## src/rtl/datapath_pkg.sv

```systemverilog
// Shared datapath constants and types. The operand FIFO and the datapath
// registers both take their word width from here so the two cannot drift.
package datapath_pkg;

    localparam int WORD_W    = 32;
    localparam int OPQ_DEPTH = 4;

    typedef logic [WORD_W-1:0] word_t;

endpackage : datapath_pkg

```

## src/rtl/operand_fifo_if.sv

```systemverilog
// Operand FIFO bus. The master side is the host pushing operands together
// with the datapath controller popping them; the slave side is the FIFO.
interface operand_fifo_if
    import datapath_pkg::*;
#(
    parameter int WIDTH = WORD_W,
    parameter int DEPTH = OPQ_DEPTH
);

    localparam int CW = $clog2(DEPTH) + 1;

    logic             wr_en;
    logic [WIDTH-1:0] wr_data;
    logic             rd_en;
    logic             clr_err;
    logic [WIDTH-1:0] dout;
    logic             empty;
    logic             full;
    logic [CW-1:0]    count;
    logic             ovf;
    logic             udf;

    modport master (
        output wr_en, wr_data, rd_en, clr_err,
        input  dout, empty, full, count, ovf, udf
    );

    modport slave (
        input  wr_en, wr_data, rd_en, clr_err,
        output dout, empty, full, count, ovf, udf
    );

endinterface : operand_fifo_if

```

## src/rtl/wrap_ptr.sv

```systemverilog
// Modulo-DEPTH pointer register. It advances by one on each enabled edge
// and returns to zero after DEPTH-1.
module wrap_ptr #(
    parameter int DEPTH = 4
) (
    input  logic                     clk,
    input  logic                     res,
    input  logic                     inc,
    output logic [$clog2(DEPTH)-1:0] ptr
);

    localparam int AW = $clog2(DEPTH);

    // Advance the pointer, wrapping explicitly at the last slot.
    always_ff @(posedge clk or posedge res) begin
        if (res) begin
            ptr <= '0;
        end else if (inc) begin
            if (ptr == AW'(DEPTH - 1))
                ptr <= '0;
            else
                ptr <= ptr + AW'(1);
        end
    end

endmodule : wrap_ptr

```

## src/rtl/operand_fifo.sv

```systemverilog
// Operand staging FIFO in front of the datapath 'in' bus. The head word is
// shown ahead on dout and forced to zero while empty. Lost pushes and
// invented pops are recorded in sticky flags that the host can clear.
module operand_fifo
    import datapath_pkg::*;
#(
    parameter int WIDTH = WORD_W,
    parameter int DEPTH = OPQ_DEPTH
) (
    input  logic           clk,
    input  logic           res,
    operand_fifo_if.slave  bus
);

    localparam int AW = $clog2(DEPTH);
    localparam int CW = $clog2(DEPTH) + 1;

    logic [WIDTH-1:0] mem [DEPTH];
    logic [AW-1:0]    wp;
    logic [AW-1:0]    rp;
    logic [CW-1:0]    count;
    logic             ovf;
    logic             udf;
    logic             empty;
    logic             full;
    logic             push_ok;
    logic             pop_ok;
    logic             ovf_set;
    logic             udf_set;

    // A full FIFO still accepts a push when a pop frees a slot on the same
    // edge. A pop of an empty FIFO is dropped even alongside a push, because
    // there is no write-through path.
    assign empty   = (count == CW'(0));
    assign full    = (count == CW'(DEPTH));
    assign push_ok = bus.wr_en & (~full | bus.rd_en);
    assign pop_ok  = bus.rd_en & ~empty;
    assign ovf_set = bus.wr_en & full & ~bus.rd_en;
    assign udf_set = bus.rd_en & empty;

    wrap_ptr #(.DEPTH(DEPTH)) u_wp (
        .clk (clk),
        .res (res),
        .inc (push_ok),
        .ptr (wp)
    );

    wrap_ptr #(.DEPTH(DEPTH)) u_rp (
        .clk (clk),
        .res (res),
        .inc (pop_ok),
        .ptr (rp)
    );

    // Storage array with no reset; the empty gating on dout hides stale data.
    always_ff @(posedge clk) begin
        if (push_ok)
            mem[wp] <= bus.wr_data;
    end

    // Occupancy tracking; a simultaneous push and pop leaves it unchanged.
    always_ff @(posedge clk or posedge res) begin
        if (res) begin
            count <= '0;
        end else if (push_ok && !pop_ok) begin
            count <= count + CW'(1);
        end else if (pop_ok && !push_ok) begin
            count <= count - CW'(1);
        end
    end

    // Sticky error flags; a fresh error on the same edge beats clr_err.
    always_ff @(posedge clk or posedge res) begin
        if (res) begin
            ovf <= 1'b0;
            udf <= 1'b0;
        end else begin
            ovf <= ovf_set | (ovf & ~bus.clr_err);
            udf <= udf_set | (udf & ~bus.clr_err);
        end
    end

    assign bus.dout  = empty ? '0 : mem[rp];
    assign bus.empty = empty;
    assign bus.full  = full;
    assign bus.count = count;
    assign bus.ovf   = ovf;
    assign bus.udf   = udf;

endmodule : operand_fifo

```

## src/flat_wrapper.sv

```systemverilog
// flat-port wrapper written by rule: the top's interface ports become plain ports
module operand_fifo_flat import datapath_pkg::*;
#(
    parameter int WIDTH = WORD_W,
    parameter int DEPTH = OPQ_DEPTH
)
  (clk, res, bus_wr_en, bus_wr_data, bus_rd_en, bus_clr_err, bus_dout, bus_empty, bus_full, bus_count, bus_ovf, bus_udf);
  operand_fifo_if #(.WIDTH(WIDTH), .DEPTH(DEPTH)) bus_i ();
  input  logic clk;
  input  logic res;
  input wire logic [$bits(bus_i.wr_en)-1:0] bus_wr_en;
  input wire logic [$bits(bus_i.wr_data)-1:0] bus_wr_data;
  input wire logic [$bits(bus_i.rd_en)-1:0] bus_rd_en;
  input wire logic [$bits(bus_i.clr_err)-1:0] bus_clr_err;
  output wire logic [$bits(bus_i.dout)-1:0] bus_dout;
  output wire logic [$bits(bus_i.empty)-1:0] bus_empty;
  output wire logic [$bits(bus_i.full)-1:0] bus_full;
  output wire logic [$bits(bus_i.count)-1:0] bus_count;
  output wire logic [$bits(bus_i.ovf)-1:0] bus_ovf;
  output wire logic [$bits(bus_i.udf)-1:0] bus_udf;
  assign bus_i.wr_en = bus_wr_en;
  assign bus_i.wr_data = bus_wr_data;
  assign bus_i.rd_en = bus_rd_en;
  assign bus_i.clr_err = bus_clr_err;
  assign bus_dout = bus_i.dout;
  assign bus_empty = bus_i.empty;
  assign bus_full = bus_i.full;
  assign bus_count = bus_i.count;
  assign bus_ovf = bus_i.ovf;
  assign bus_udf = bus_i.udf;
  operand_fifo #(.WIDTH(WIDTH), .DEPTH(DEPTH)) u_core (.clk(clk), .res(res), .bus(bus_i));
endmodule
```

## config.mk

```make
export PLATFORM = sky130hd
export DESIGN_NAME = operand_fifo_flat
export DESIGN_NICKNAME = d
export VERILOG_FILES = /design/src/rtl/datapath_pkg.sv /design/src/rtl/operand_fifo_if.sv /design/src/rtl/wrap_ptr.sv /design/src/rtl/operand_fifo.sv /design/src/flat_wrapper.sv
export SDC_FILE = /design/constraint.sdc
export NUM_CORES = 1
export LEC_CHECK = 0
export ABC_AREA = 1
export CORE_MARGIN = 2
export CORE_UTILIZATION = 55
export CTS_CLUSTER_SIZE = 16
export DETAILED_ROUTE_END_ITERATION = 8
export MAX_ROUTING_LAYER = met4
export PLACE_DENSITY = 0.76
export SYNTH_ARGS = -nofsm -noshare
export SYNTH_HDL_FRONTEND = slang
export SYNTH_HIERARCHICAL = 1
export SYNTH_SLANG_ARGS = --single-unit
```

## constraint.sdc

```tcl
create_clock -name clk -period 3.6 [get_ports clk]
set_input_delay 0.9 -clock clk [delete_from_list [all_inputs] [get_ports clk]]
set_output_delay 0.9 -clock clk [all_outputs]
set_load 0.05 [all_outputs]
```

==> reports/summary.log <==
qor: run_status.run_status finished, final reports clean
qor: global_routing.grt_pass1_wl 19.2 mm
qor: logic_synthesis.yosysMostFrequentCell nand2_1
qor: sta.max_freq 0.325 GHz
qor: clock_tree.clockBufferDepth 2
qor: worst_setup_path.worstPathRequired 2.70 ns
qor: sta.final_critical_path_time_including_i_o_delays_and_setup 3.08 ns
qor: routing.detailroute.via_count 3993
qor: logic_synthesis.cell_type_with_the_largest_total_area_after_synthesis edfxtp_1
qor: worst_setup_path.worst_ep_arrival_time 2.18 ns
qor: sta.final_hold_viol_count 0
qor: logic_synthesis.synth-edff-count 128
qor: logic_synthesis.sequential_cell_area_fraction_in_the_yosys_report 68.0%
qor: routing.antenna_violating_nets_post_route 0
qor: routing.via_per_inst 4.93
qor: global_routing.first_global_vias 4069
qor: final_layout.drive_gt1_share 12.8%
qor: sta.tightestPinTransition 0.722 ns
qor: floorplanning.pin_count 76
qor: logic_synthesis.ys_ff_latch 137
qor: final_layout.antenna_cells_inserted 0
qor: logic_synthesis.mappedNetlistNets 618
qor: logic_synthesis.netlist_top_cells_count 153 x nand2_1, 145 x inv_1, 128 x edfxtp_1
qor: worst_hold_path.min_path_type flop to flop
qor: logic_synthesis.synthCells 577
qor: floorplanning.initial_utilization 55.6%
qor: routing.finalWirelength 12.0 mm
qor: clock_tree.path_clk_slew 0.06 ns
qor: logic_synthesis.async_reset_ff_share 6.57%
qor: final_layout.area_growth_syn_to_layout 22.6%
qor: final_layout.fin_nets 698
qor: routing.avgRoutedWirePerCell 14.8 um
qor: placement.routabilityCongestion 0.729
qor: clock_tree.postCtsSetupRepairBufs 0
qor: clock_tree.cts_buffer_count 17
qor: power_and_ir_drop.max-vdd-ir-drop 0.622 mV
qor: logic_synthesis.synth.yosys.warnings 6
qor: routing.detail_route.drc_violations 0
qor: clock_tree.cts_resized 0
qor: logic_synthesis.synth.top_cell.area_share 64.3%
qor: placement.port_buffers 75
qor: worst_setup_path.startpoint_type flop
qor: routing.drtIter0Drc 282
qor: floorplanning.placementRows 38
qor: floorplanning.fp.coreArea 10700 um2
qor: floorplanning.die-area 11700 um2
qor: sta.slew_violations 0
qor: logic_synthesis.postSynthAreaPerCell 10.4 um2
qor: worst_setup_path.criticalPathCategory flop to output port
qor: worst_setup_path.crit_path_end_kind output port
qor: worst_setup_path.highest_net_fanout_along_the_worst_path 35
qor: final_layout.post-route-cell-area 7330 um2
qor: power_and_ir_drop.total_power 7190 uW
qor: clock_tree.cts_num_sinks 137
qor: power_and_ir_drop.static_leakage 0.00328 uW
qor: floorplanning.dieHeight 108 um
qor: sta.finalClockSkew 0.00779 ns
qor: clock_tree.clock-root-buffer clkbuf_8
qor: logic_synthesis.netlist-cell-type-count 20
qor: power_and_ir_drop.power_density 980 nW/um2
qor: sta.post-route-period-util 85.5%
qor: floorplanning.die-width 108 um
qor: sta.totalNegativeSetupSlack 0 ns
qor: clock_tree.ctsHoldBuffers 0
qor: global_routing.grt_util_all_layers 22.6%
qor: placement.dp.final_hpwl 7.15 mm
qor: logic_synthesis.top_area_cells_in_the_synthesized_netlist edfxtp_1 64%, nand2_1 9.6%, inv_1 9.1%
qor: sta.setup_viol 0
qor: logic_synthesis.postSynth.topFlopCell edfxtp_1
qor: sta.grt_setup_unrepaired no
qor: final_layout.utilization 68.2%
qor: global_routing.maximum_number_of_pins_on_one_net_before_global_route_repair 68
qor: sta.final.hold.worst_slack 0.500 ns
qor: clock_tree.clock_latency 0.50 ns
qor: routing.drt_pass1_iterations 5
qor: global_routing.number_of_antenna_violations_at_the_first_check_in_global_routing 0
qor: clock_tree.htreeDepth 4
qor: job.max_cap_violations 0
qor: sta.worst_slew_margin_rel 51.9%
qor: logic_synthesis.synthesis.area 5980 um2
qor: global_routing.gr-total-overflow 0
qor: placement.dpl_cell_area 6790 um2
qor: clock_tree.cts_tree built
==> cell type report <==
type	instances	area [um2]
Sequential cell	137	4070
Inverter	148	556
Fill cell	835	3410
Tap cell	140	175
Timing Repair Buffer	84	738
Multi-Input combinational cell	269	1250
Clock buffer	18	418
Clock inverter	14	125
==> cell usage in the layout, fill, tap and decap left out, types with 2 or more instances in the layout <==
cell type	synthesis	final
a21oi_2	5	5
a21oi_1	27	27
nand2_1	153	153
clkinvlp_4	0	3
clkinv_2	0	4
o21ai_0	2	2
ha_1	3	3
clkdlybuf4s50_1	0	43
buf_4	1	41
edfxtp_1	128	128
clkbuf_16	0	16
clkinv_4	0	4
dfrtp_1	9	8
inv_2	3	3
nor2_1	7	3
nor2_4	0	4
inv_6	0	2
inv_1	145	145
nand3_1	66	66
==> worst paths after layout <==
path	startpoint	end	slack [ns]	depth (start not counted)
max	u_core/u_rp/ptr[0]$_DFFE_PP0P_	bus_dout[5]	0.52	6
min	u_core/bus.ovf$_DFF_PP0_	u_core/bus.ovf$_DFF_PP0_	0.50	2
max reg2reg	u_core/bus.count[0]$_DFFE_PP0P_	u_core/bus.count[2]$_DFFE_PP0P_	1.12	11
min reg2reg	u_core/bus.ovf$_DFF_PP0_	u_core/bus.ovf$_DFF_PP0_	0.50	2
max in group asynchronous	res	u_core/bus.count[2]$_DFFE_PP0P_	2.72	2
min in group asynchronous	res	u_core/u_wp/ptr[1]$_DFFE_PP0P_	0.63	2
==> power breakdown <==
group          switching, uW  total, uW  internal, uW
Combinational           2470       3410           940
Sequential               127       2220          2100
Clock                    634       1550           916
==> worst max-delay path: stages (launching register included) <==
cell,delay [ns]
dfrtp_2,0.40
inv_2,0.45
buf_4,0.34
nand2_1,0.07
nand3_1,0.09
a21oi_1,0.09
buf_4,0.21
==> sequential cells by signal, indices dropped and copies added, names as in the netlist <==
name	count
u_core/bus.count	3
u_core/mem	128
u_core/u_rp/ptr	2
u_core/u_wp/ptr	2
u_core/bus.ovf	1
u_core/bus.udf	1
==> through the flow <==
step                instances  setup slack, ns
finish                    810            0.520
global route              810            0.379
CTS                       810            0.497
detailed placement        778            0.558
global placement          778            0.672
floorplan                 577            0.678
==> routing by layer <==
| metal | track usage (%) | share of wire [%] | vias up |
|---|---|---|---|
| li1 | - | - | 1981 |
| met1 | 26.4 | 40 | 1895 |
| met2 | 38.9 | 53 | 109 |
| met3 | 5.36 | 5.4 | 8 |
| met4 | 6.96 | 1.1 | 0 |
| met5 | - | 0 | - |
==> logic make-up (layout without fill, tap and decap cells) <==
logic type,count (synthesis),in the layout,synth area share (%)
AOI/OAI and AO/OA,35,35,3.24
xor gates and xnor gates,1,1,0.147
adders and majority gates,4,4,0.963
buffers and inverters,171,264,11.6
DFF,137,137,68.0
and+or+nand+nor,229,229,16.0
(Power assumes the default switching activity.)
==> RTL edit: new RTL, config.mk and constraints unchanged <==
Set the package constant `WORD_W` to 24 (it was 32).
--- a/src/rtl/datapath_pkg.sv
+++ b/src/rtl/datapath_pkg.sv
@@ -2,7 +2,7 @@
 // registers both take their word width from here so the two cannot drift.
 package datapath_pkg;
 
-    localparam int WORD_W    = 32;
+    localparam int WORD_W    = 24;
     localparam int OPQ_DEPTH = 4;
 
     typedef logic [WORD_W-1:0] word_t;
Interface: changed (resized bus_dout and bus_wr_data); port bits go from 76 to 60. No check against the original RTL was run, so the function may have changed too.
==> RTL edit against the original RTL <==
Combinational power hardly changed; routed wire length is 25% lower; cell area is 21% lower; hold slack better by 0.0093 ns; sequential cell count is 32 lower; non-clock buffer count is 15 lower; highest routed layer unchanged; total power is 20% lower; clock skew is 0.0010 ns higher; sequential share of layout area is 1.8 points lower; worst setup slack better by 0.056 ns; area after synthesis is 21% lower.
==> RTL edit: results (changes against the original RTL) <==
| Metric | Value |
|---|---|
| Initial antenna violation count | 1 (was 0) |
| Final net count | 547 (was 698) |
| Post CTS Setup Buffer Count | 0 (unchanged) |
| Share of layout cells above drive strength 1 | 15.3% (was 12.8%) |
| Crit path DAT | 2.12 ns (was 2.18 ns) |
| FFs w/ async S/R, synth | 8.57% (was 6.57%) |
| Fill cells | 615 (was 835) |
| Final setup skew | 0.00882 ns (was 0.00779 ns) |
| DR iter-0 viols | 194 (was 282) |
| Total GRT Usage | 21.5% (was 22.6%) |
| Vias in the first global route | 2,965 (was 4,069) |
| Post-synth EDFFs | 96 (was 128) |
| DR WL/cell | 14.4 µm (was 14.8 µm) |
| Slew Limit Fails | 0 (unchanged) |
| Sequential cell area fraction in the yosys report | 66.2% (was 68.0%) |
| Ys Warns | 6 (unchanged) |
| Placer congestion estimate | 0.793 (was 0.729) |
| Critical path fanouts, max | 48 (was 35) |
| PortBufs | 59 (was 75) |
| Area after DPL | 5640 µm² (was 6790 µm²) |
| Placement Setup Slack | 0.664 ns (was 0.558 ns) |
| H-tree levels | 3 (was 4) |
| Clock Pin Slew Worst Setup and Hold Paths | 0.08 ns (was 0.06 ns) |
| Static leakage | 2.48 nW (was 3.28 nW) |
| Met2 Resource Use GR | 35.3% (was 38.9%) |
| CTS Buf Count | 9 (was 17) |
| GRT met3 Usage | 3.57% (was 5.36%) |
| Synth area leaders | edfxtp_1, nand2_1, inv_1, nand3_1, dfrtp_1 (unchanged) |
| Syn_nets | 484 (was 618) |
| DR vias | 3,120 (was 3,993) |
| Largest net degree at the start of global routing | 49 (was 68) |
| Syn_area_per_cell | 10.4 µm² (about the same) |
| Top cell types by occurrence after synthesis | nand2_1, edfxtp_1, inv_1 (was nand2_1, inv_1, edfxtp_1) |
| Uppermost layer routed | met4 (unchanged) |
| Status | finished, final reports clean (unchanged) |
| Vias/cell | 5.01 (was 4.93) |
| WL met2 | 4.72 mm (was 6.38 mm) |
| First-pass GRT wire length | 14.2 mm (was 19.2 mm) |
| Int Power | 3.20 mW (was 3.95 mW) |
| Post-DP HPWL | 5.85 mm (was 7.15 mm) |
| Placed instance count | 608 (was 778) |
| Worst vdd ir | 623 µV (was 622 µV) |
| Clk buf depth | 2 (unchanged) |
| WL met1 | 3.54 mm (was 4.85 mm) |
| GR Util met1 | 26.7% (was 26.4%) |
| Hold crit path type | reg2reg (unchanged) |
| Clock network latency to the later pin of the worst-skew pair | 0.35 ns (was 0.50 ns) |
| Synth cell types | 22 (was 20) |
| Top flop regs | u_core/mem (96), u_core/bus.count (3) (was u_core/mem (128), u_core/bus.count (3)) |
| Metal3 WL | 589 µm (was 647 µm) |
| Tightest Pin Transition | 0.828 ns (was 0.722 ns) |
-- RTL edit: layout make-up --
| cell class | count | area, µm² | area share (%) |
|---|---|---|---|
| clock inverter | 3 | 20.0 | 0.346 |
| tap | 105 | 131 | 2.27 |
| multi-input combinational | 213 | 1040 | 18.0 |
| sequential | 105 | 3110 | 53.7 |
| timing repair buffer | 69 | 918 | 15.9 |
| clock buffer | 11 | 131 | 2.27 |
| inverter | 116 | 437 | 7.54 |
| antenna | 1 | 2.50 | 0.0432 |
-- RTL edit: logic make-up (layout without fill, tap and decap cells) --
family / after synthesis / in the layout / share of synthesized area, %
and+or+nand+nor: 181 / 181 / 16.2
buffers and inverters: 133 / 199 / 11.8
DFF: 105 / 105 / 66.2
AOI/OAI and AO/OA: 27 / 27 / 4.40
adders and majority gates: 4 / 4 / 1.23
xor gates and xnor gates: 1 / 1 / 0.187
other: 0 / 1 / 0
-- RTL edit: power groups by stage --
stage	Clock (mW)	Combinational, mW	Sequential (mW)
final	0.601	3.40	1.74
after global routing	0.660	3.60	1.77
after CTS	0.618	3.43	1.74
after detailed placement	0	3.42	1.77
after global placement	0	3.37	1.76
after floorplan	0	1.94	1.82
-- RTL edit: worst paths after layout --
kind | startpoint | endpoint | slack, ns
min reg2reg | u_core/bus.ovf | u_core/bus.ovf | 0.51
max in group asynchronous | res | u_core/bus.ovf | 2.59
min | u_core/bus.ovf | u_core/bus.ovf | 0.51
min in group asynchronous | res | u_core/u_rp/ptr[0] | 0.78
max | u_core/u_rp/ptr[0] | bus_dout[3] | 0.58
max reg2reg | u_core/bus.count[0] | u_core/bus.count[2] | 1.09
-- RTL edit: worst max-delay path: stages, from the launching register on --
cell,delay [ns]
dfrtp_2,0.55
inv_2,0.66
nand2_1,0.12
nand3_1,0.11
a21oi_1,0.12
buf_12,0.19
